===== config.mk =====
export PLATFORM = sky130hd
export DESIGN_NAME = param_fifo_flags
export DESIGN_NICKNAME = d
export VERILOG_FILES = /design/src/rtl/fifo_pkg.sv /design/src/rtl/fifo_flag_gen.sv /design/src/rtl/param_fifo_flags.sv
export SDC_FILE = /design/constraint.sdc
export NUM_CORES = 2
export LEC_CHECK = 0
export CAP_MARGIN = 5
export CORE_ASPECT_RATIO = 1.75
export CORE_MARGIN = 1.5
export CORE_UTILIZATION = 30
export CTS_BUF_LIST = sky130_fd_sc_hd__clkbuf_4 sky130_fd_sc_hd__clkbuf_8
export CTS_CLUSTER_SIZE = 40
export DETAILED_ROUTE_END_ITERATION = 10
export GPL_TIMING_DRIVEN = 0
export PLACE_DENSITY_LB_ADDON = 0.1
export SLEW_MARGIN = 20
export SYNTH_ARGS = -nofsm -noshare
export SYNTH_HDL_FRONTEND = slang
export SYNTH_HIERARCHICAL = 1
export SYNTH_SLANG_ARGS = --single-unit

===== constraint.sdc =====
create_clock -name clk -period 5.9 [get_ports clk]
set_input_delay 0.885 -clock clk [delete_from_list [all_inputs] [get_ports clk]]
set_output_delay 0.885 -clock clk [all_outputs]
set_load 0.01 [all_outputs]

===== src/rtl/fifo_pkg.sv =====
// Shared definitions for the parameterised FIFO with status flags.
// Contents:
//   DEF_DATA_W / DEF_ADDR_W : default word width and pointer width
//   fifo_flags_t            : registered status flag bundle
package fifo_pkg;

  localparam int DEF_DATA_W = 8;
  localparam int DEF_ADDR_W = 8;

  typedef struct packed {
    logic full;
    logic empty;
    logic almost_full;
    logic almost_empty;
    logic half_flag;
  } fifo_flags_t;

  // Value the flag register takes while reset is asserted.
  localparam fifo_flags_t FLAGS_RESET = '{
    full:         1'b0,
    empty:        1'b1,
    almost_full:  1'b0,
    almost_empty: 1'b1,
    half_flag:    1'b0
  };

endpackage


===== src/rtl/fifo_flag_gen.sv =====
// Registered status-flag generator.
// The flags are computed from the occupancy the FIFO will hold after the
// current edge, so they change on the same edge as the count register.
// Ports:
//   clk, rst_n     : clock, asynchronous active-low reset
//   i_next_count   : occupancy after this edge, 0..2**ADDR_W
//   i_ae_thresh    : almost-empty threshold (count <= thresh)
//   i_af_thresh    : almost-full threshold  (count >= thresh)
//   o_flags        : registered flag bundle
module fifo_flag_gen
  import fifo_pkg::*;
#(
  parameter int ADDR_W = DEF_ADDR_W
) (
  input  logic              clk,
  input  logic              rst_n,
  input  logic [ADDR_W:0]   i_next_count,
  input  logic [ADDR_W:0]   i_ae_thresh,
  input  logic [ADDR_W:0]   i_af_thresh,
  output fifo_flags_t       o_flags
);

  localparam int              DEPTH     = 2 ** ADDR_W;
  localparam logic [ADDR_W:0] CNT_FULL  = (ADDR_W + 1)'(DEPTH);
  localparam logic [ADDR_W:0] CNT_HALF  = (ADDR_W + 1)'(DEPTH / 2);

  fifo_flags_t w_flags_next;
  fifo_flags_t r_flags;

  // Thresholds are used as presented each cycle, so a threshold change is
  // visible on the flags at the next edge even if the count does not move.
  always_comb begin
    w_flags_next              = FLAGS_RESET;
    w_flags_next.full         = (i_next_count == CNT_FULL);
    w_flags_next.empty        = (i_next_count == '0);
    w_flags_next.half_flag    = (i_next_count >= CNT_HALF);
    w_flags_next.almost_empty = (i_next_count <= i_ae_thresh);
    w_flags_next.almost_full  = (i_next_count >= i_af_thresh);
  end

  always_ff @(posedge clk or negedge rst_n) begin
    if (!rst_n) begin
      r_flags <= FLAGS_RESET;
    end else begin
      r_flags <= w_flags_next;
    end
  end

  assign o_flags = r_flags;

endmodule


===== src/rtl/param_fifo_flags.sv =====
// Synchronous FIFO with registered read data, occupancy count, programmable
// almost-empty/almost-full flags and sticky overflow/underflow errors.
// Ports:
//   clk, rst_n          : clock, asynchronous active-low reset
//   wr_en, wr_data      : write request and word
//   rd_en               : read request
//   rd_data, rd_valid   : registered read word, one-cycle valid pulse
//   ae_thresh, af_thresh: almost-empty / almost-full occupancy thresholds
//   err_clr             : clears overflow/underflow
//   count               : occupancy 0..DEPTH
//   full, empty, almost_full, almost_empty, half_flag : registered flags
//   overflow, underflow : sticky error flags
//
// Handshake: there is no backpressure signal. A read is accepted when
// rd_en is high and the FIFO is not empty; its word appears on rd_data with
// rd_valid high exactly one cycle later. A write is accepted when wr_en is
// high and the FIFO is not full, or is full but a read is accepted in the
// same cycle. Rejected requests are dropped and raise the matching sticky
// error flag.
module param_fifo_flags
  import fifo_pkg::*;
#(
  parameter int DATA_W = DEF_DATA_W,
  parameter int ADDR_W = DEF_ADDR_W
) (
  input  logic              clk,
  input  logic              rst_n,
  input  logic              wr_en,
  input  logic [DATA_W-1:0] wr_data,
  input  logic              rd_en,
  output logic [DATA_W-1:0] rd_data,
  output logic              rd_valid,
  input  logic [ADDR_W:0]   ae_thresh,
  input  logic [ADDR_W:0]   af_thresh,
  input  logic              err_clr,
  output logic [ADDR_W:0]   count,
  output logic              full,
  output logic              empty,
  output logic              almost_full,
  output logic              almost_empty,
  output logic              half_flag,
  output logic              overflow,
  output logic              underflow
);

  localparam int DEPTH = 2 ** ADDR_W;

  logic [DATA_W-1:0] r_mem [DEPTH];
  logic [ADDR_W-1:0] r_wr_ptr;
  logic [ADDR_W-1:0] r_rd_ptr;
  logic [ADDR_W:0]   r_count;
  logic [DATA_W-1:0] r_rd_data;
  logic              r_rd_valid;
  logic              r_overflow;
  logic              r_underflow;

  fifo_flags_t       w_flags;
  logic              w_rd_acc;
  logic              w_wr_acc;
  logic [ADDR_W:0]   w_next_count;

  // When full the FIFO is never empty, so a simultaneous read is always
  // accepted and frees the slot the write needs.
  assign w_rd_acc = rd_en && !w_flags.empty;
  assign w_wr_acc = wr_en && (!w_flags.full || w_rd_acc);

  always_comb begin
    w_next_count = r_count;
    case ({w_wr_acc, w_rd_acc})
      2'b10:   w_next_count = r_count + (ADDR_W + 1)'(1);
      2'b01:   w_next_count = r_count - (ADDR_W + 1)'(1);
      default: w_next_count = r_count;
    endcase
  end

  // Storage is not reset; the pointers alone define what is valid.
  always_ff @(posedge clk) begin
    if (rst_n && w_wr_acc) begin
      r_mem[r_wr_ptr] <= wr_data;
    end
  end

  always_ff @(posedge clk or negedge rst_n) begin
    if (!rst_n) begin
      r_wr_ptr    <= '0;
      r_rd_ptr    <= '0;
      r_count     <= '0;
      r_rd_data   <= '0;
      r_rd_valid  <= 1'b0;
      r_overflow  <= 1'b0;
      r_underflow <= 1'b0;
    end else begin
      r_count    <= w_next_count;
      r_rd_valid <= w_rd_acc;
      if (w_wr_acc) begin
        r_wr_ptr <= r_wr_ptr + 1'b1;
      end
      if (w_rd_acc) begin
        r_rd_data <= r_mem[r_rd_ptr];
        r_rd_ptr  <= r_rd_ptr + 1'b1;
      end
      // A new error wins over a coincident clear.
      r_overflow  <= (r_overflow && !err_clr) || (wr_en && !w_wr_acc);
      r_underflow <= (r_underflow && !err_clr) || (rd_en && !w_rd_acc);
    end
  end

  fifo_flag_gen #(
    .ADDR_W (ADDR_W)
  ) u_flag_gen (
    .clk          (clk),
    .rst_n        (rst_n),
    .i_next_count (w_next_count),
    .i_ae_thresh  (ae_thresh),
    .i_af_thresh  (af_thresh),
    .o_flags      (w_flags)
  );

  assign rd_data      = r_rd_data;
  assign rd_valid     = r_rd_valid;
  assign count        = r_count;
  assign overflow     = r_overflow;
  assign underflow    = r_underflow;
  assign full         = w_flags.full;
  assign empty        = w_flags.empty;
  assign almost_full  = w_flags.almost_full;
  assign almost_empty = w_flags.almost_empty;
  assign half_flag    = w_flags.half_flag;

endmodule


==> results.py <==
metrics = {
    "synthesis": {
        "syn_nets": 4266,
        "synth-seq-cells": 2089,
        "synthArstFlopShare_pct": 1.963,
        "synthFlopType": "edfxtp_1",
        "syn_inst": 4209,
        "yosysSeqAreaShare_pct": 75.74,
        "synth_area_leaders": "edfxtp_1, mux4_2, mux2i_1",
        "yosys_warnings": 6,
        "synth_edf_count": 2048,
        "synth_top_area_share_pct": 74.49,
        "syn_area_mm2": 0.08256,
        "synth_top_cell_by_area": "edfxtp_1",
        "syn_area_per_cell_um2": 19.62,
        "ys_types": 72,
    },
    "route": {
        "drtPass1Iterations": 5,
        "drt_first_iter_violations": 3939,
        "viasPerCell": 5.258,
        "ant_nets": 0,
        "drc": 0,
        "wl_mm": 325.5,
        "routed_wire_length_per_instance_um": 38.49,
        "vias": 44465,
    },
    "sta": {
        "rsz0062_at_grt": "no",
        "setup_viol": 0,
        "min_period_over_period_pct": 93.47,
        "tightest_slew_ns": 1.315,
        "slew_headroom_pct": 12.34,
        "max_freq_ghz": 0.1813,
        "final_hold_viol_count": 0,
        "fin_skew_ns": 0.05069,
        "maxSlewViolCount": 0,
        "period_needed_ns": 5.515,
        "hold_slack_ns": 0.2724,
    },
    "clocking": {
        "clockBufferDepth": 4,
        "cts_made_buffers": 318,
        "root_buffer": "clkbuf_8",
        "path_clk_slew_ns": 0.06,
        "worstSkewPairLatency_ns": 0.98,
        "cts.sinks": 2089,
        "cts.htree.levels": 5,
        "post_cts_buffers": 0,
        "cts_tree": "built",
    },
    "place": {
        "hpwl_mm": 232.6,
        "gp_congestion": 0.9037,
        "io_buffers": 55,
    },
    "critical_path": {
        "start_kind": "flip-flop",
        "timing.setup.critical_path_class": "reg2reg",
        "r2r_cells": 18,
        "endpoint_kind": "flip-flop",
        "arrival_ns": 6.38,
        "worst_r2r_endpoint": "u_flag_gen/o_flags[1]",
        "reg2reg_from": "u_flag_gen/o_flags[3]",
        "critPathMaxFanout": 10,
        "required_ns": 6.76,
        "ff2ff_setup_slack_ns": 0.39,
    },
    "floorplanning": {
        "rows": 254,
        "core_area_mm2": 0.2736,
        "start_util_pct": 30.17,
        "die_w_um": 399.6,
        "die_h_um": 697.0,
        "die-area_mm2": 0.2785,
        "pin_count": 56,
    },
    "flow_run": {
        "cap_viol_max_count": 0,
    },
    "final_layout": {
        "area_growth_pct": 15.18,
        "nFillCells": 25805,
        "drive_above_1_share_pct": 23.51,
        "layout_common_cells": "edfxtp_1, mux4_2, clkbuf_8",
        "finalNetCount": 4699,
        "final_common_cell": "edfxtp_1",
    },
    "power_and_ir_drop": {
        "leakagePower_nw": 30.09,
        "power_density_mw_per_mm2": 473.5,
        "ir_drop_mv": 0.2703,
        "finalPower_w": 0.04503,
    },
    "global_route": {
        "grt.total_usage_pct": 23.18,
        "grt_pass1_vias": 46616,
        "antenna_found_initial": 14,
        "overflow": 0,
        "grt_max_degree": 110,
        "grt_pass1_wl_mm": 429.1,
    },
    "worst_hold_path": {
        "hp-start": "wr_data[6]",
        "hold_depth": 1,
        "hold_class": "in2reg",
        "min_to": "r_mem[160][6]",
    },
    "outcome": {
        "status": "finished clean",
    },
}
[metrics by stage]
step / util [%] / TNS, ns / cells / area (µm²) / worst slack [ns]
2_1_floorplan: - / 0 / 4209 / 82560 / 1.501
3_3_place_gp: 32.01 / - / 7848 / 87600 / -5.754
3_5_place_dp: 32.56 / -26.04 / 7905 / 89090 / -1.320
4_1_cts: 34.74 / 0 / 8451 / 95060 / 0.01817
5_1_grt: 34.75 / 0 / 8454 / 95090 / 0.04963
6_report: 34.75 / 0 / 8457 / 95100 / 0.3852
[worst max-delay path, stage by stage (launching register included)]
cell      delay [ns]
dfstp_2         0.37
nand2b_1        0.44
a21boi_2        0.51
clkbuf_1        0.39
inv_1           0.29
ha_1            0.33
clkbuf_2        0.25
xor2_1          0.22
ha_1            0.22
a21oi_1         0.09
o22ai_1         0.47
a21oi_1         0.14
o21bai_1        0.16
a31oi_1         0.14
xnor2_2         0.41
ha_1            0.34
a211oi_2        0.23
nor2_1          0.08
o41ai_2         0.32
[routing by layer]
metal | track usage (%) | wire (µm)
met1 | 24.12 | 111100
met2 | 43.19 | 176600
met3 | 3.478 | 14770
met4 | 14.03 | 22930
met5 | 0 | 69
[cell families after synthesis]
| group | synth area share [%] |
|---|---|
| compound gates | 4.334 |
| xor+xnor | 0.2970 |
| fa+ha+maj | 0.3940 |
| buf+inv | 2.150 |
| flops | 75.74 |
| mux | 13.83 |
| simple gates | 3.255 |
[how the worst max path moves through the flow]
stage / from / end / cells past startpoint
finish: u_flag_gen/o_flags[3] / u_flag_gen/o_flags[1] / 18
global route: u_flag_gen/o_flags[3] / u_flag_gen/o_flags[1] / 18
CTS: u_flag_gen/o_flags[3] / u_flag_gen/o_flags[1] / 18
detailed placement: rd_en / u_flag_gen/o_flags[1] / 19
global placement: wr_data[6] / r_mem[45][6] / 1
floorplan: rd_en / u_flag_gen/o_flags[1] / 18
[flip-flops by register name (all words and copies together) (netlist names)]
signal and cells:
count 9, overflow 1, r_mem 2048, r_rd_ptr 8, r_wr_ptr 8, rd_data 8, rd_valid 1, u_flag_gen/o_flags 5
underflow 1
[cell type report]
cell class | instances | area (µm²) | area share, %
antenna | 6 | 15.01 | 0.01579
buffer | 244 | 1713 | 1.801
clock buffer | 445 | 5399 | 5.677
clock inverter | 100 | 546.8 | 0.5750
inverter | 31 | 116.4 | 0.1224
multi-input combinational | 1845 | 18510 | 19.47
sequential | 2089 | 62530 | 65.75
tap | 3584 | 4484 | 4.716
timing repair buffer | 113 | 1783 | 1.875
[power breakdown]
part	internal, W	switching, W
combinational	0.00517	0.0112
clock	0.00606	0.00588
sequential	0.0165	0.000180
[synth_stat cells, types with 7 or more instances]
cell type,count
and2_1,15
buf_4,19
and3_1,9
nand4_1,13
nor3_1,48
buf_1,8
ha_1,26
clkbuf_1,100
o2111ai_1,7
mux4_1,26
nor4_1,13
buf_8,8
buf_12,14
dfrtp_1,39
nand2b_1,8
inv_1,29
a21oi_1,68
a221oi_1,14
o22ai_1,59
buf_6,34
nand2_1,93
a211oi_1,22
nand3_1,46
a22oi_1,43
buf_2,55
nor2b_1,32
o21ai_0,52
edfxtp_1,2048
o211ai_1,9
nor2_1,334
o31ai_1,11
a2111oi_0,13
xnor2_1,21
xor2_1,7
mux4_2,330
mux2i_1,328
a22o_1,16
o221ai_1,123
[timing repair]
item / in CTS / in global routing
endpoints found under the hold margin: 40 / 0
hold buffers: 1 / 0
setup endpoints to repair: 2 / 2
gates resized for setup: 3 / 2
No activity file was read; power rests on OpenSTA's default activity.
